`src/rtl/argmax_sched.sv`:
```
// argmax_sched: sequencing controller for the CNN classification tail.
// It collects NUM_CLASS unsigned scores, one per valid/ready handshake, after a
// start pulse. It tracks the running maximum and publishes the winning class index
// on a valid/ready result port.
// A frame aborts with a one-cycle err pulse if the score stream stalls for
// TIMEOUT cycles.
// Build option: define ARGMAX_SEG_EN to build the seven-segment encoder and
// the res_seg register; otherwise res_seg is tied to 8'hFF (blank).
module argmax_sched #(
    parameter int unsigned NUM_CLASS = 10,
    parameter int unsigned DATA_W    = 16,
    parameter int unsigned TIMEOUT   = 1023
) (
    input  logic              clk,
    input  logic              rst,
    input  logic              start,
    input  logic              score_valid,
    output logic              score_ready,
    input  logic [DATA_W-1:0] score_data,
    output logic              res_valid,
    input  logic              res_ready,
    output logic [3:0]        res_class,
    output logic [7:0]        res_seg,
    output logic              busy,
    output logic              err
);

    localparam int unsigned IDX_W = 4;
    localparam int unsigned TO_W  = $clog2(TIMEOUT + 1);
    localparam logic [IDX_W-1:0] LAST_IDX = IDX_W'(NUM_CLASS - 1);
    localparam logic [TO_W-1:0]  TO_LAST  = TO_W'(TIMEOUT - 1);

    typedef enum logic [1:0] {
        IDLE    = 2'd0,
        COLLECT = 2'd1,
        RESULT  = 2'd2
    } state_t;

    state_t            state;
    logic [IDX_W-1:0]  idx;
    logic [DATA_W-1:0] best_val;
    logic [IDX_W-1:0]  best_idx;
    logic [TO_W-1:0]   to_cnt;

    logic             accept_c;
    logic             take_new_c;
    logic             final_accept_c;
    logic [IDX_W-1:0] upd_idx_c;

    // Handshake decode and post-update winner of the current accept
    always_comb begin
        accept_c       = (state == COLLECT) && score_valid && score_ready;
        take_new_c     = (idx == '0) || (score_data > best_val);
        upd_idx_c      = take_new_c ? idx : best_idx;
        final_accept_c = accept_c && (idx == LAST_IDX);
    end

    // Frame sequencing: collect scores, track maximum, publish, abort on stall
    always_ff @(posedge clk) begin
        if (rst) begin
            state       <= IDLE;
            score_ready <= 1'b0;
            res_valid   <= 1'b0;
            res_class   <= '0;
            busy        <= 1'b0;
            err         <= 1'b0;
            idx         <= '0;
            best_val    <= '0;
            best_idx    <= '0;
            to_cnt      <= '0;
        end else begin
            err <= 1'b0;
            case (state)
                IDLE: begin
                    if (start) begin
                        state       <= COLLECT;
                        score_ready <= 1'b1;
                        busy        <= 1'b1;
                        idx         <= '0;
                        best_val    <= '0;
                        best_idx    <= '0;
                        to_cnt      <= '0;
                    end
                end
                COLLECT: begin
                    if (accept_c) begin
                        to_cnt <= '0;
                        idx    <= idx + IDX_W'(1);
                        if (take_new_c) begin
                            best_val <= score_data;
                            best_idx <= idx;
                        end
                        if (final_accept_c) begin
                            state       <= RESULT;
                            score_ready <= 1'b0;
                            res_valid   <= 1'b1;
                            res_class   <= upd_idx_c;
                        end
                    end else if (to_cnt == TO_LAST) begin
                        // Stalled stream: drop the frame, keep the last result on display
                        state       <= IDLE;
                        score_ready <= 1'b0;
                        busy        <= 1'b0;
                        err         <= 1'b1;
                        to_cnt      <= '0;
                    end else begin
                        to_cnt <= to_cnt + TO_W'(1);
                    end
                end
                RESULT: begin
                    if (res_ready) begin
                        state     <= IDLE;
                        res_valid <= 1'b0;
                        busy      <= 1'b0;
                    end
                end
                default: begin
                    state       <= IDLE;
                    score_ready <= 1'b0;
                    res_valid   <= 1'b0;
                    busy        <= 1'b0;
                end
            endcase
        end
    end

`ifdef ARGMAX_SEG_EN
    // Active-low seven-segment pattern, decimal point off; dash beyond 9
    function automatic logic [7:0] seg_encode(input logic [IDX_W-1:0] c);
        case (c)
            4'd0:    return 8'hC0;
            4'd1:    return 8'hF9;
            4'd2:    return 8'hA4;
            4'd3:    return 8'hB0;
            4'd4:    return 8'h99;
            4'd5:    return 8'h92;
            4'd6:    return 8'h82;
            4'd7:    return 8'hF8;
            4'd8:    return 8'h80;
            4'd9:    return 8'h90;
            default: return 8'hBF;
        endcase
    endfunction

    // Display code loads together with res_class and holds otherwise
    always_ff @(posedge clk) begin
        if (rst) begin
            res_seg <= 8'hFF;
        end else if (final_accept_c) begin
            res_seg <= seg_encode(upd_idx_c);
        end
    end
`else
    assign res_seg = 8'hFF;
`endif

endmodule

```
`config.mk`:
```
export PLATFORM = sky130hd
export DESIGN_NAME = argmax_sched
export DESIGN_NICKNAME = d
export VERILOG_FILES = /design/src/rtl/argmax_sched.sv
export SDC_FILE = /design/constraint.sdc
export NUM_CORES = 1
export LEC_CHECK = 0
export CAP_MARGIN = 10
export CORE_MARGIN = 2
export CORE_UTILIZATION = 50
export DETAILED_ROUTE_END_ITERATION = 12
export PLACE_DENSITY = 0.84
export SLEW_MARGIN = 10
export SYNTH_ARGS = -nofsm -noshare
export SYNTH_HDL_FRONTEND = slang
export SYNTH_SLANG_ARGS = --single-unit
```
`constraint.sdc`:
```
create_clock -name clk -period 3.2 [get_ports clk]
set_input_delay 0.96 -clock clk [delete_from_list [all_inputs] [get_ports clk]]
set_output_delay 0.96 -clock clk [all_outputs]
set_load 0.01 [all_outputs]
```
==> impl_results.md <==
* Slew Viols, Final at 0
* Post-Layout Cell Count at 339
* Vias per inst at 5.48
* Area Overhead vs Synth at 18.6%
* Die Y at 71.9 um
* H-tree Lvls at 2
* Syn_area_per_cell at 9.16 um^2
* P_leak at 1.02 nW
* CTS Sinks at 44
* Hold crit path type: flip-flop to flip-flop
* Initial core utilization at 52.3%
* Final hold violations at 0
* Vias in the first global route at 1770
* Synth Warn # at 0
* Final setup fails at 0
* Total congestion overflow at 0
* Worst Max-Slew Pin Slew at 612 ps
* Initial DRC Count at 146
* Root Driver: clkbuf_8
* Ys async rst share at 0%
* Reg clk slew, reported paths at 80 ps
* Min cycle time layout at 3070 ps
* Most frequent cells in the layout: dfxtp_1 (44), clkdlybuf4s50_1 (28), nor2_1 (26), inv_1 (21), ha_1 (21)
* Placed Cells at 330
* Fin util at 62.0%
* Wire length of the first global-routing pass at 7.66 mm
* Port Buffers at 28
* Endpoint class of the critical path: flip-flop
* Peak VDD IR at 232 uV
* Unrepaired setup endpoints after global routing: no
* Layout Nets at 329
* Ratio of cells with drive above 1 in the final layout at 8.71%
* CP Class: input pin to flip-flop
* Crit Path Max Fanout at 11
* Worst setup SP type: input pin
* Final Cycle Share at 95.9%
* Relative slew slack at 58.9%
* ANT cells at 0
* Arrival time at the worst endpoint at 3260 ps
* Met1 GRT Util at 23.4%
* Total track usage at 18.7%
* I/O Pins at 37
* Fmax at 0.326 GHz
* Post-synth EDFFs at 0
* Die width at 71.9 um
* Top Usage Layer GRT: met2
* PwrDens at 387 mW/mm^2
* Worst-skew pair later-pin latency at 290 ps
* Commonest non-fill, non-tap cell in the layout: dfxtp_1
* Register area share after synthesis at 38.2%
* Status: complete, no violations
* Mapped Area at 0.00231 mm^2
* Routing usage on met3 at 3.75%
* Post-synthesis cell type count at 42
* CTS tree: done
* Drt total wl at 4.66 mm
* Yosys reg bits at 44
* Vias at 1858
* Max-Cap Viols at 0
* Mapped Cells at 252
* Final GP Congestion at 0.874
* Final hold slack at 456 ps
* DRC viols at 0
* Number of buffers created by CTS at 5
* Maximum clock insertion buffer count at 2
* Routed len/inst at 13.7 um
* DP HPWL at 3.18 mm
* Critical path data required time at 3390 ps
* Worst Skew at 9.28 ps
* Grt met2 use at 31.4%
* Ys flop type: dfxtp_1
* Total Die Area at 0.00517 mm^2
* DRT Pass-1 Iters at 4
* Row Count at 24
* Core area at 0.00441 mm^2
* Largest net degree at the start of global routing at 20
* Cts hold-fix bufs at 0
* Initial antenna violation count at 0
* Antenna viol nets, final at 0
-- what timing repair did --
action,in CTS,in global routing
hold endpoints to repair,0,0
pin swaps,1,2
endpoints found under the setup margin,19,18
gates resized for setup,0,2
buffers inserted,1,0
gates cloned,0,1
-- critical path, stage by stage --
cell             delay, ps
clkdlybuf4s50_1        460
ha_1                   330
nand4_2                180
nor3_1                 400
a2111oi_4              140
a31oi_4                230
buf_4                  210
o21ai_0                100
a32o_1                 250
-- cell usage after synthesis, types with 3 or more instances --
cell / number / area (um^2)
and2_1: 4 / 25.0
xor2_1: 7 / 61.3
a21oi_1: 14 / 70.1
inv_1: 21 / 78.8
nand2_1: 16 / 60.1
nor2_1: 26 / 97.6
nand4_1: 8 / 50.1
xnor2_1: 5 / 43.8
dfxtp_1: 44 / 881
clkbuf_1: 5 / 18.8
nor2b_1: 3 / 18.8
buf_4: 9 / 67.6
nand3_1: 4 / 20.0
a22o_1: 17 / 149
o21ai_0: 8 / 40.0
nor3_1: 8 / 40.0
a32o_1: 3 / 30.0
ha_1: 21 / 263
-- layout make-up --
type                       instances  area, um^2
clock buffer                       6        72.6
multi-input combinational        177        1270
inverter                          22        82.6
timing repair buffer              37         360
tap                               52        65.1
sequential                        44         881
clock inverter                     1        5.00
fill                             359        1680
-- kinds of logic after synthesis --
| group | Yosys count | synth area share, % |
|---|---|---|
| buffers and inverters | 39 | 8.95 |
| flip-flops | 44 | 38.2 |
| AO/OA/AOI/OAI | 56 | 19.8 |
| AND/OR/NAND/NOR | 79 | 17.0 |
| other | 1 | 0.163 |
| XOR/XNOR | 12 | 4.56 |
| adder cells (fa/ha/maj) | 21 | 11.4 |
-- report_power, final --
group | total, mW | internal, mW | switching, mW
sequential | 0.571 | 0.558 | 0.0130
combinational | 0.155 | 0.0765 | 0.0785
clock | 0.333 | 0.149 | 0.184
-- sequential cells by signal (all words and copies together), names as in the netlist --
name / cells
res_valid: 1
err: 1
res_class: 4
best_val: 16
busy: 1
to_cnt: 10
idx: 4
score_ready: 1
state: 2
best_idx: 4
-- path summary, 6_finish.rpt --
path,start,end,slack [ps],depth (start not counted)
worst max-delay path,score_data[15],best_val[0],130,9
worst min-delay path,res_valid,res_valid,460,2
worst max register to register,best_val[15],best_val[0],840,9
worst min register to register,res_valid,res_valid,460,2
-- metal layers --
layer | vias to the layer above | part of all wire, %
li1 | 941 | -
met1 | 866 | 46
met2 | 44 | 48
met3 | 7 | 3.5
met4 | 0 | 1.7
met5 | - | 0
-- per-stage QoR --
stage	setup WS [ps]	power (mW)	setup TNS, ps	area, um^2
final	133	1.06	0	2740
after floorplan	329	0.677	0	2330
after global placement	-381	0.726	-7360	2620
after global routing	9.14	1.10	0	2740
after CTS	63.6	1.06	0	2710
after detailed placement	-424	0.730	-8080	2620
Power figures use the tool's default switching activity.
==> RTL change (same flow settings) <==
The option `ARGMAX_SEG_EN` is turned on by a define.
--- a/src/rtl/argmax_sched.sv
+++ b/src/rtl/argmax_sched.sv
@@ -7,4 +7,6 @@
 // Build option: define ARGMAX_SEG_EN to build the seven-segment encoder and
 // the res_seg register; otherwise res_seg is tied to 8'hFF (blank).
+`define ARGMAX_SEG_EN
+
 module argmax_sched #(
     parameter int unsigned NUM_CLASS = 10,
Check against the original RTL: same outputs for any inputs over 10 cycles, from zero or initial values and one cycle with rst high; that may be too few to reach the edited logic, so the function may still have changed.
==> RTL change against the original RTL <==
Total power up 26%. Critical path depth grew 4. Area after synthesis up 19%. Global-route usage increased by 4.9 points. Core utilization rose by 7.5 points. Worst setup slack got worse by 0.12 ns. Clock skew grew 0.0034 ns. Final area grew 37%. Sequential cell count grew 7. Routed wire length is 51% higher. Sequential power up 16%. Die area is 18% higher. Critical path type unchanged. Largest cell class unchanged.
==> RTL change: results (changes against the original RTL) <==
outcome: "completed"
layout-drive-gt1-share_pct: 23.7  # +15 points
grt_pass1_vias: 2473  # +40%
cp_max_fo: 4  # -7
routed_wirelength_um: 7030  # +51%
hpwl_um: 4630  # +46%
ir_worst_vdd_mv: 0.258  # +11%
post_cts_buffers: 6  # +5
antenna_found_initial: 0  # unchanged
seq_area_frac_synth_pct: 37.1  # -1.1 points
avgSynthCellArea_um2: 8.96  # -2.2%
post_cts_resized: 37  # +37
synth.area.top_cells: "dfxtp_1 (37%), ha_1 (12%), a22o_1 (4.8%)"
pre_cts_slack_ns: -0.692  # -0.268 ns
slew_headroom_pct: 62.6  # +3.8 points
nNetsFinal: 414  # +26%
place_inst: 424  # +28%
antenna_cells: 0  # unchanged
ys_types: 50  # +19%
grt_max_degree: 16  # -20%
hp-class: "flip-flop to flip-flop"
cp.arrival_ns: 3.39  # +0.13 ns
clk_latency_ns: 0.31  # +0.02 ns
top_regs: "best_val: 16 flops, to_cnt: 10 flops, res_seg: 7 flops"
io_buffers: 35  # +25%
via_per_inst: 5.63  # +2.7%
place_congestion: 0.871  # -0.31%
drv_cap: 0  # unchanged
dr.pass1.iters: 4  # unchanged
synth_common_cells: "dfxtp_1 (51), nor2_1 (35), ha_1 (27)"
grtUsageTotal_pct: 23.5  # +4.9 points
drt-initial-drc-count: 214  # +47%
skew_ns: 0.0127  # +0.00341 ns
path_clk_slew_ns: 0.09
p_leak_uw: 0.00143  # +39%
final_cells: 439  # +29%
root_buffer: "clkbuf_8"
synth_warnings: 0  # unchanged
grt_pass1_wl_um: 11500  # +50%
## RTL change: report_power, final
group	internal, uW	switching (uW)
clock network	197	223
logic	120	127
registers	649	16.2
## RTL change: final cells by class
type,instances,area [um2]
Timing Repair Buffer,65,584
Clock inverter,1,7.51
Clock buffer,7,96.3
Sequential cell,51,1020
Fill cell,391,1650
Multi-Input combinational cell,217,1860
Tap cell,72,90.1
Inverter,26,97.6
## RTL change: logic make-up after synthesis
logic type | synth area share, %
AO/OA/AOI/OAI | 20.2
XOR/XNOR | 2.87
buffers and inverters | 5.60
other | 0.136
adder cells (fa/ha/maj) | 12.3
AND/OR/NAND/NOR | 18.7
flip-flops | 37.1
multiplexers | 3.00
## RTL change: path summary, 6_finish.rpt
check                                   start         end  cells past startpoint  slack (ns)
worst min register to register      res_valid   res_valid                      2        0.46
worst max-delay path            score_data[1]  res_seg[0]                     13       0.008
worst min-delay path                res_valid   res_valid                      2        0.46
worst max register to register    best_val[6]  res_seg[0]                     13        0.32
## RTL change: routing by layer
layer | wire length, um | GRT usage (%)
met3 | 252 | 3.22
met5 | 0 | 0
met2 | 3640 | 41.9
met1 | 2970 | 28.1
met4 | 160 | 10.4
## RTL change: through the flow
step                      utilization (%)  instance area [um2]  total power (uW)
after CTS                            67.6                 3650              1320
final                                69.5                 3760              1330
after detailed placement             63.2                 3420               895
after global placement               63.2                 3420               888
after global routing                 69.5                 3760              1390
after floorplan                         -                 2840               802
## RTL change: critical path, cell delays in order
cell and delay [ns]:
dlygate4sd2_1 0.24, ha_1 0.31, nor2b_4 0.13, o211ai_1 0.20
a21bo_1 0.18, nand4_4 0.10, nand2_4 0.10, nand2_4 0.07
mux2i_4 0.22, buf_6 0.15, ha_2 0.16, mux2_4 0.26
a221o_1 0.31
